<file path="config.mk">
export PLATFORM = sky130hd
export DESIGN_NAME = tile_draw_sequencer
export DESIGN_NICKNAME = d
export VERILOG_FILES = /design/src/rtl/tile_draw_sequencer.sv
export SDC_FILE = /design/constraint.sdc
export NUM_CORES = 1
export LEC_CHECK = 0
export CAP_MARGIN = 10
export CORE_UTILIZATION = 50
export DETAILED_ROUTE_END_ITERATION = 12
export PLACE_DENSITY_LB_ADDON = 0.25
export SYNTH_ARGS = -nofsm -noshare
export SYNTH_HDL_FRONTEND = slang
export SYNTH_SLANG_ARGS = --single-unit
</file>
<file path="constraint.sdc">
create_clock -name clk -period 2.7 [get_ports clk]
set_input_delay 0.81 -clock clk [delete_from_list [all_inputs] [get_ports clk]]
set_output_delay 0.81 -clock clk [all_outputs]
set_load 0.05 [all_outputs]
</file>
<file path="src/rtl/tile_draw_sequencer.sv">
// Walks a 4x4 board: clears each tile to background, then runs the selected glyph
// drawer at the tile origin and forwards its stroke pixels to the VGA plot port.
module tile_draw_sequencer #(
  parameter int         TILE         = 30,
  parameter int         X0           = 20,
  parameter int         Y0           = 0,
  parameter int         GLYPH_CYCLES = 141,
  parameter logic [2:0] BG_COLOUR    = 3'b000,
  parameter logic [2:0] FG_COLOUR    = 3'b111
) (
  input  logic        clk,
  input  logic        resetn,
  input  logic        i_start,
  input  logic [63:0] i_board,
  output logic        o_busy,
  output logic        o_done,
  output logic [3:0]  o_glyph_sel,
  output logic [7:0]  o_glyph_x_org,
  output logic [6:0]  o_glyph_y_org,
  output logic        o_glyph_en,
  output logic        o_glyph_resetn,
  input  logic [7:0]  i_glyph_x,
  input  logic [6:0]  i_glyph_y,
  output logic        o_plot,
  output logic [7:0]  o_x_out,
  output logic [6:0]  o_y_out,
  output logic [2:0]  o_colour
);

  localparam int CW = $clog2(TILE);
  localparam int GW = $clog2(GLYPH_CYCLES);
  localparam logic [CW-1:0] C_LAST = CW'(TILE - 1);
  localparam logic [GW-1:0] G_LAST = GW'(GLYPH_CYCLES - 1);

  typedef enum logic [2:0] {
    S_IDLE, S_LOAD, S_CLEAR, S_GRST, S_GLYPH, S_NEXT, S_DONE
  } state_t;

  state_t        r_state;
  logic [63:0]   r_board;
  logic [3:0]    r_idx;
  logic [CW-1:0] r_cx;
  logic [CW-1:0] r_cy;
  logic [GW-1:0] r_gcnt;
  logic          r_busy;
  logic          r_done;
  logic          r_plot;
  logic [2:0]    r_colour;
  logic [7:0]    r_x;
  logic [6:0]    r_y;
  logic          r_en;
  logic          r_grstn;
  logic [3:0]    r_sel;
  logic [7:0]    r_xorg;
  logic [6:0]    r_yorg;
  logic [7:0]    w_orgx;
  logic [6:0]    w_orgy;

  function automatic logic [7:0] orgX(input logic [1:0] col);
    orgX = 8'(X0 + int'(col) * TILE);
  endfunction

  function automatic logic [6:0] orgY(input logic [1:0] row);
    orgY = 7'(Y0 + int'(row) * TILE);
  endfunction

  assign w_orgx = orgX(r_idx[1:0]);
  assign w_orgy = orgY(r_idx[3:2]);

  always_ff @(posedge clk) begin
    if (!resetn) begin
      r_state  <= S_IDLE;
      r_board  <= '0;
      r_idx    <= '0;
      r_cx     <= '0;
      r_cy     <= '0;
      r_gcnt   <= '0;
      r_busy   <= 1'b0;
      r_done   <= 1'b0;
      r_plot   <= 1'b0;
      r_colour <= 3'b000;
      r_x      <= '0;
      r_y      <= '0;
      r_en     <= 1'b0;
      r_grstn  <= 1'b1;
      r_sel    <= '0;
      r_xorg   <= '0;
      r_yorg   <= '0;
    end else begin
      r_done <= 1'b0;
      case (r_state)
        S_IDLE: begin
          if (i_start) begin
            r_board <= i_board;
            r_idx   <= '0;
            r_busy  <= 1'b1;
            r_state <= S_LOAD;
          end
        end
        S_LOAD: begin
          r_sel    <= r_board[{r_idx, 2'b00} +: 4];
          r_xorg   <= w_orgx;
          r_yorg   <= w_orgy;
          r_x      <= w_orgx;
          r_y      <= w_orgy;
          r_cx     <= '0;
          r_cy     <= '0;
          r_plot   <= 1'b1;
          r_colour <= BG_COLOUR;
          r_state  <= S_CLEAR;
        end
        // Raster scan of the tile: x runs fastest, y steps when x wraps.
        S_CLEAR: begin
          if (r_cx == C_LAST) begin
            r_cx <= '0;
            r_x  <= r_xorg;
            if (r_cy == C_LAST) begin
              r_plot <= 1'b0;
              if (r_sel != 4'd0) begin
                r_grstn <= 1'b0;
                r_state <= S_GRST;
              end else begin
                r_state <= S_NEXT;
              end
            end else begin
              r_cy <= r_cy + 1'b1;
              r_y  <= r_y + 7'd1;
            end
          end else begin
            r_cx <= r_cx + 1'b1;
            r_x  <= r_x + 8'd1;
          end
        end
        S_GRST: begin
          r_grstn  <= 1'b1;
          r_en     <= 1'b1;
          r_plot   <= 1'b1;
          r_colour <= FG_COLOUR;
          r_gcnt   <= '0;
          r_state  <= S_GLYPH;
        end
        S_GLYPH: begin
          if (r_gcnt == G_LAST) begin
            r_en    <= 1'b0;
            r_plot  <= 1'b0;
            r_state <= S_NEXT;
          end else begin
            r_gcnt <= r_gcnt + 1'b1;
          end
        end
        S_NEXT: begin
          if (r_idx == 4'd15) begin
            r_done  <= 1'b1;
            r_state <= S_DONE;
          end else begin
            r_idx   <= r_idx + 4'd1;
            r_state <= S_LOAD;
          end
        end
        S_DONE: begin
          r_busy  <= 1'b0;
          r_state <= S_IDLE;
        end
        default: r_state <= S_IDLE;
      endcase
    end
  end

  // Drawer pixels bypass the registers so strokes line up with the drawer counter.
  assign o_x_out        = (r_state == S_GLYPH) ? i_glyph_x : r_x;
  assign o_y_out        = (r_state == S_GLYPH) ? i_glyph_y : r_y;
  assign o_glyph_resetn = r_grstn & resetn;
  assign o_busy         = r_busy;
  assign o_done         = r_done;
  assign o_plot         = r_plot;
  assign o_colour       = r_colour;
  assign o_glyph_en     = r_en;
  assign o_glyph_sel    = r_sel;
  assign o_glyph_x_org  = r_xorg;
  assign o_glyph_y_org  = r_yorg;

endmodule
</file>
# Word-level counts from Yosys, hierarchy flattened

Index checks and enable logic that the tools add are counted.

Bits in registers: 130
Bits of input ports: 82
Output and inout bits: 42
Word-level logic and storage cells: 103

$add $sub $neg: 7
Multiply operators: 2
Equality and inequality tests: 18
Shift operators: 1
Mux-type cells: 37
Bitwise gates (word level): 1
Reduce and logical (&&, ||, !) cells: 20

Operator list:

| operator                                                            | number |
|---|---|
| 64-bit by 7-bit indexed part select with 4-bit output               | 1 |
| 8-bit case mux with 2 select lines                                  | 2 |
| 8-bit 2-to-1 mux                                                    | 3 |
| 7-bit 2-to-1 mux                                                    | 3 |
| 5-bit case mux with 2 select lines                                  | 2 |
| 3-bit 2-to-1 mux                                                    | 6 |
| 3-bit case mux with 6 select lines                                  | 1 |
| 8-bit by 1-bit adder with 8-bit output (second input constant)      | 2 |
| 2-bit != test (second input constant)                               | 8 |
| 5-bit 2-to-1 mux                                                    | 3 |
| 7-bit case mux with 2 select lines                                  | 1 |
| 2-bit by 4-bit multiplier with 6-bit output (second input constant) | 2 |
| 4-bit AND reduction                                                 | 3 |
| 2-bit nonzero test                                                  | 6 |
| 5-bit by 1-bit adder with 5-bit output (second input constant)      | 2 |
| 5-bit == test (second input constant)                               | 2 |
| 2-bit AND reduction                                                 | 5 |
| 3-bit == test (second input constant)                               | 3 |
| 5-bit by 7-bit adder with 8-bit output (first input constant)       | 1 |
| 8-bit == test (second input constant)                               | 1 |
| 1-bit 2-to-1 mux                                                    | 8 |
| 4-bit 2-to-1 mux                                                    | 2 |
| 4-bit case mux with 2 select lines                                  | 1 |
| 7-bit by 1-bit adder with 7-bit output (second input constant)      | 1 |
| 13 further kinds                                                    | 17 |

# Logic depth before layout (Yosys ltp)

Depth in word-level cells: 5
Mapped depth: 7
Depth with buffers taken out: 6

# Worst setup path after synthesis

OpenSTA, ideal clock, no wires.

Path kind: in2out
Start: input resetn
End: output o_glyph_resetn
Data arrival time: 1.999 ns
Required time: 1.890 ns
Setup slack: -0.109 ns
Stages: 4
Path buffers: 3
Cell sequence: clkbuf_1 -> clkbuf_1 -> clkbuf_1 -> and2_1

Word-level cells in the longest chain between the ends: 1

RTL lines:

| what               | RTL line | text |
|---|---|---|
| start: declaration | 12       | `input logic resetn,` |
| 1-bit bitwise AND  | 172      | `assign o_glyph_resetn = r_grstn & resetn;` |
| end: declaration   | 21       | `output logic o_glyph_resetn,` |

Every way passes these cells.

# Worst setup path after layout

Start: register r_state[0]
End: output o_y_out[1]

Word-level cells in the longest chain between the ends: 2

RTL lines:

| what                     | RTL line | text |
|---|---|---|
| start: declaration       | 39       | `state_t r_state;` |
| start signal: assignment | 72       | `r_state <= S_IDLE;` |
| start signal: assignment | 97       | `r_state <= S_LOAD;` |
| start signal: assignment | 110      | `r_state <= S_CLEAR;` |
| 3-bit == test            | 171      | `assign o_y_out = (r_state == S_GLYPH) ? i_glyph_y : r_y;` |
| 7-bit 2-to-1 mux         | 171      |  |
| end: declaration         | 26       | `output logic [6:0] o_y_out,` |

Every way passes these cells.

==> metrics.txt <==
# TYPE chip_impl_metric gauge
chip_impl_metric{name="globalRouteMet1Util",unit="%"} 31.1
chip_impl_metric{name="first_global_vias",unit=""} 5525
chip_impl_info{name="worstReg2RegEnd",value="r_y[2]$_SDFFE_PN0P_"} 1
chip_impl_metric{name="critPathArrivalTime",unit="ns"} 1.74
chip_impl_metric{name="synthesis.instances",unit=""} 760
chip_impl_metric{name="globalRouteTotalUtil",unit="%"} 25.5
chip_impl_metric{name="wl_per_cell",unit="um"} 15.3
chip_impl_metric{name="slew_viol_final",unit=""} 0
chip_impl_metric{name="timing.setup.tns",unit="ns"} 0
chip_impl_metric{name="design.core.area",unit="um^2"} 12200
chip_impl_metric{name="pwr-share-comb",unit="%"} 37.7
chip_impl_metric{name="cellInternalPower",unit="mW"} 4.87
chip_impl_metric{name="grt_max_degree",unit=""} 125
chip_impl_info{name="post_synth_main_area_contributors",value="sky130_fd_sc_hd__dfxtp_1, sky130_fd_sc_hd__nand2_1, sky130_fd_sc_hd__a21boi_0, sky130_fd_sc_hd__mux4_2, sky130_fd_sc_hd__ha_1"} 1
chip_impl_metric{name="ir_worst_vdd",unit="uV"} 599
chip_impl_metric{name="drive_above_1_share",unit="%"} 10.8
chip_impl_metric{name="maxCapViolCount",unit=""} 0
chip_impl_metric{name="timing.reg2reg.worst_path_depth",unit=""} 5
chip_impl_metric{name="design.portCount",unit=""} 124
chip_impl_metric{name="worst-endpoint-required",unit="ns"} 1.89
chip_impl_info{name="timing.critical_path.slowest_stage_cell",value="sky130_fd_sc_hd__dfxtp_1"} 1
chip_impl_metric{name="synth_edf_count",unit=""} 0
chip_impl_info{name="crit_path_frequent_cell",value="sky130_fd_sc_hd__nand2_1"} 1
chip_impl_metric{name="groute.layer.met2.usage",unit="%"} 42.7
chip_impl_metric{name="place_congestion",unit=""} 0.895
chip_impl_metric{name="routed_via_density",unit=""} 5.55
chip_impl_metric{name="grtUsageMet3",unit="%"} 6.46
chip_impl_metric{name="final_period_minus_worst_setup_slack",unit="ns"} 2.55
chip_impl_info{name="timing.critical_path.to_type",value="output pin"} 1
chip_impl_metric{name="post-route-util",unit="%"} 69.5
chip_impl_info{name="hp-class",value="reg2reg"} 1
chip_impl_metric{name="proportion_of_register_bits_with_asynchronous_set_or_reset_after_synthesis",unit="%"} 0
chip_impl_metric{name="timing.max_slew.rel_slack",unit="%"} 46.2
chip_impl_metric{name="global_route_wire_length_before_repair",unit="um"} 26000
chip_impl_metric{name="crit_path_max_incr_delay",unit="ns"} 0.39
chip_impl_metric{name="diodes",unit=""} 0
chip_impl_metric{name="seq_area_frac_synth",unit="%"} 39.8
chip_impl_metric{name="timing.final.crit_share",unit="%"} 94.3
chip_impl_info{name="rr_startpoint",value="r_state[0]$_SDFFE_PN0P_"} 1
chip_impl_metric{name="syn_avg_cell_area",unit="um^2"} 8.33
chip_impl_info{name="timing.critical_path.cells",value="nor3b_4 > buf_4 > nand2_1 > nand2_1 > buf_12"} 1
chip_impl_metric{name="power.switching_fraction",unit="%"} 36.2
chip_impl_info{name="min_delay_worst_endpoint",value="r_board[46]$_SDFFE_PN0P_"} 1
chip_impl_metric{name="cts_made_buffers",unit=""} 17
chip_impl_info{name="hold_start",value="r_board[46]$_SDFFE_PN0P_"} 1
chip_impl_metric{name="detailedPlacementHpwl",unit="um"} 11000
chip_impl_metric{name="finalNetCount",unit=""} 959
chip_impl_info{name="status",value="finished, final reports clean"} 1
chip_impl_metric{name="fmax_achieved",unit="MHz"} 393
chip_impl_metric{name="grt_overflow",unit=""} 0
chip_impl_metric{name="cts-htree-levels",unit=""} 4
chip_impl_metric{name="route.antenna.remaining_nets",unit=""} 0
chip_impl_metric{name="seq_power_share",unit="%"} 31.6
chip_impl_metric{name="synth.cell_area",unit="um^2"} 6330
chip_impl_metric{name="die_width",unit="um"} 115
chip_impl_metric{name="hold_depth",unit=""} 2
chip_impl_metric{name="clk_transition_reported_paths",unit="ns"} 0.06
chip_impl_metric{name="synthesis.yosys.warnings",unit=""} 0
chip_impl_metric{name="clockBufferDepth",unit=""} 2
chip_impl_info{name="grt_setup_unrepaired",value="no"} 1
chip_impl_info{name="dominantRegCellSynth",value="sky130_fd_sc_hd__dfxtp_1"} 1
chip_impl_metric{name="placedCellCount",unit=""} 1009
chip_impl_metric{name="io_buffers",unit=""} 121
chip_impl_metric{name="die-height",unit="um"} 115
chip_impl_metric{name="final-instance-count-excl-fill",unit=""} 1038
chip_impl_metric{name="detailed_route_iter0_violations",unit=""} 451
chip_impl_metric{name="postCtsSetupRepairBufs",unit=""} 0
chip_impl_metric{name="power_spent_charging_and_discharging_nets",unit="mW"} 2.76
chip_impl_metric{name="finClkSkew",unit="ns"} 0.00779
chip_impl_metric{name="postCtsResizedCells",unit=""} 0
chip_impl_metric{name="grt_antenna_before_repair",unit=""} 0
chip_impl_metric{name="max_slew.worst_pin.slew",unit="ns"} 0.803
chip_impl_metric{name="synth.top_cell.area_share",unit="%"} 39.8
chip_impl_metric{name="core.rowCount",unit=""} 40
chip_impl_metric{name="pre_cts_ws",unit="ns"} 0.302
chip_impl_metric{name="r2r_setup_slack",unit="ns"} 0.49
chip_impl_metric{name="placement.cell_area",unit="um^2"} 7830
chip_impl_metric{name="power.leakage",unit="nW"} 3.23
chip_impl_metric{name="post-route-drc-count",unit=""} 0
chip_impl_metric{name="routed-via-count",unit=""} 5765
chip_impl_info{name="critPathKind",value="reg2out"} 1
chip_impl_metric{name="setup_slack",unit="ns"} 0.154
chip_impl_metric{name="finalInstanceArea",unit="um^2"} 8450
chip_impl_metric{name="ctsHoldBuffers",unit=""} 0
chip_impl_info{name="synth_top_cell_by_area",value="sky130_fd_sc_hd__dfxtp_1"} 1
chip_impl_metric{name="yosys.cell_types.count",unit=""} 60
chip_impl_metric{name="syn_to_final_growth",unit="%"} 33.5
chip_impl_metric{name="latest_clock_arrival_within_the_worst_skew_pair",unit="ns"} 0.42
chip_impl_metric{name="dieArea",unit="um^2"} 13100
chip_impl_metric{name="setup_violations_final",unit=""} 0
chip_impl_metric{name="routed_wirelength",unit="um"} 15900
chip_impl_metric{name="clock_sink_count",unit=""} 126
chip_impl_metric{name="flip_flop_and_latch_count_after_synthesis",unit=""} 126
chip_impl_metric{name="detailedRoute.firstPassIterationCount",unit=""} 6
chip_impl_metric{name="power_density",unit="nW/um^2"} 903
chip_impl_metric{name="floorplan.initialDensity",unit="%"} 52.0
chip_impl_info{name="cp-start-kind",value="register"} 1
chip_impl_info{name="grt_busiest_layer",value="met2"} 1
chip_impl_metric{name="cp_max_fo",unit=""} 15
chip_impl_metric{name="hold_violations",unit=""} 0
chip_impl_info{name="cts_tree",value="yes"} 1
chip_impl_info{name="cts.root.buffer_cell",value="sky130_fd_sc_hd__clkbuf_16"} 1
chip_impl_metric{name="power.clock.fraction",unit="%"} 30.7
worst max path at each step:
stage / from / end / slack, ns
final: r_state[0]$_SDFFE_PN0P_ / o_y_out[1] / 0.15
after global routing: r_state[1]$_SDFFE_PN0P_ / o_y_out[2] / 0.03
after CTS: r_state[1]$_SDFFE_PN0P_ / o_y_out[5] / 0.01
after detailed placement: i_glyph_x[3] / o_x_out[3] / 0.30
after global placement: i_start / r_idx[1]$_SDFFE_PN0P_ / 0.33
after floorplan: resetn / o_glyph_resetn / 0.01
worst max-delay path, delay by kind of cell, from the launching register on:
| kind | cells | cell delay (ns) |
|---|---|---|
| buffers and inverters | 2 | 0.41 |
| and+or+nand+nor | 3 | 0.51 |
| DFF | 1 | 0.39 |
placed cells by master, fill, tap and decap left out, types with 6 or more instances in the layout:
master and n:
sky130_fd_sc_hd__a21boi_0 78, sky130_fd_sc_hd__a21oi_1 14, sky130_fd_sc_hd__a31oi_1 6, sky130_fd_sc_hd__and2_1 7, sky130_fd_sc_hd__and3_1 9, sky130_fd_sc_hd__buf_12 19, sky130_fd_sc_hd__buf_4 13, sky130_fd_sc_hd__clkbuf_16 17
sky130_fd_sc_hd__clkdlybuf4s50_1 104, sky130_fd_sc_hd__dfxtp_1 126, sky130_fd_sc_hd__ha_1 17, sky130_fd_sc_hd__inv_1 12, sky130_fd_sc_hd__mux2i_1 14, sky130_fd_sc_hd__mux4_2 16, sky130_fd_sc_hd__nand2_1 223, sky130_fd_sc_hd__nand3_1 30
sky130_fd_sc_hd__nand4_1 7, sky130_fd_sc_hd__nor2_1 22, sky130_fd_sc_hd__nor3_1 6, sky130_fd_sc_hd__o211ai_1 8, sky130_fd_sc_hd__o21ai_0 22, sky130_fd_sc_hd__xnor2_1 6
per-layer routing:
metal | up-vias | routed length, um
met5 | - | 0
met4 | 0 | 398
met3 | 33 | 837
met2 | 204 | 7640
met1 | 2701 | 7030
li1 | 2827 | -
power groups by stage:
stage	Combinational, mW	Clock [mW]	Sequential, mW
global route	3.13	2.46	2.45
global placement	2.79	0	2.42
detailed placement	2.87	0	2.43
CTS	2.88	2.37	2.40
finish	2.88	2.34	2.41
floorplan	1.75	0	2.50
logic make-up (layout without fill, tap and decap cells):
| kind of cell | Yosys count | in the layout | share of synthesized area, % |
|---|---|---|---|
| flops | 126 | 126 | 39.8 |
| fa+ha+maj | 17 | 17 | 3.36 |
| buf+inv | 70 | 179 | 4.88 |
| compound gates | 166 | 166 | 19.0 |
| other cells | 1 | 2 | 0.0592 |
| simple gates | 341 | 341 | 23.7 |
| xor+xnor | 9 | 9 | 1.25 |
| mux | 30 | 30 | 7.91 |
flip-flops by register name (all words and copies together) (netlist names):
| signal | count |
|---|---|
| r_state | 3 |
| o_busy | 1 |
| r_grstn | 1 |
| o_glyph_y_org | 5 |
| r_idx | 4 |
| o_glyph_x_org | 7 |
| r_board | 64 |
| o_colour | 1 |
| r_cy | 5 |
| r_y | 7 |
| o_glyph_sel | 4 |
| o_plot | 1 |
| r_cx | 5 |
| o_glyph_en | 1 |
| r_gcnt | 8 |
| r_x | 8 |
| o_done | 1 |
cell type report:
cell class | count | area, um^2
multi-input combinational | 565 | 3540
sequential | 126 | 2520
clock buffer | 23 | 498
clock inverter | 6 | 108
inverter | 13 | 48.8
tap | 168 | 210
timing repair buffer | 137 | 1520
fill | 949 | 3710
through the flow:
stage / hold WS [ns] / power, mW
after floorplan: 0.440 / 4.25
after global placement: 0.448 / 5.21
after detailed placement: 0.454 / 5.30
after CTS: 0.461 / 7.65
after global routing: 0.477 / 8.03
final: 0.457 / 7.63
Yosys cell counts, drive strengths merged, types with 3 or more instances:
| master | instances |
|---|---|
| o21ai | 24 |
| o211ai | 8 |
| buf | 22 |
| dfxtp | 126 |
| and4 | 4 |
| a21oi | 14 |
| xor2 | 3 |
| inv | 13 |
| or2 | 3 |
| or3 | 5 |
| xnor2 | 6 |
| o211a | 5 |
| a21boi | 78 |
| nand2 | 225 |
| ha | 17 |
| nand4 | 7 |
| o21a | 5 |
| mux4 | 16 |
| or3b | 3 |
| nor3 | 6 |
| nor3b | 5 |
| nand3 | 30 |
| nand3b | 3 |
| nor2 | 23 |
| and2 | 8 |
| clkbuf | 35 |
| a31oi | 6 |
| and3 | 9 |
| nor2b | 4 |
| o221ai | 5 |
| mux2i | 14 |
(Power assumes the default switching activity.)
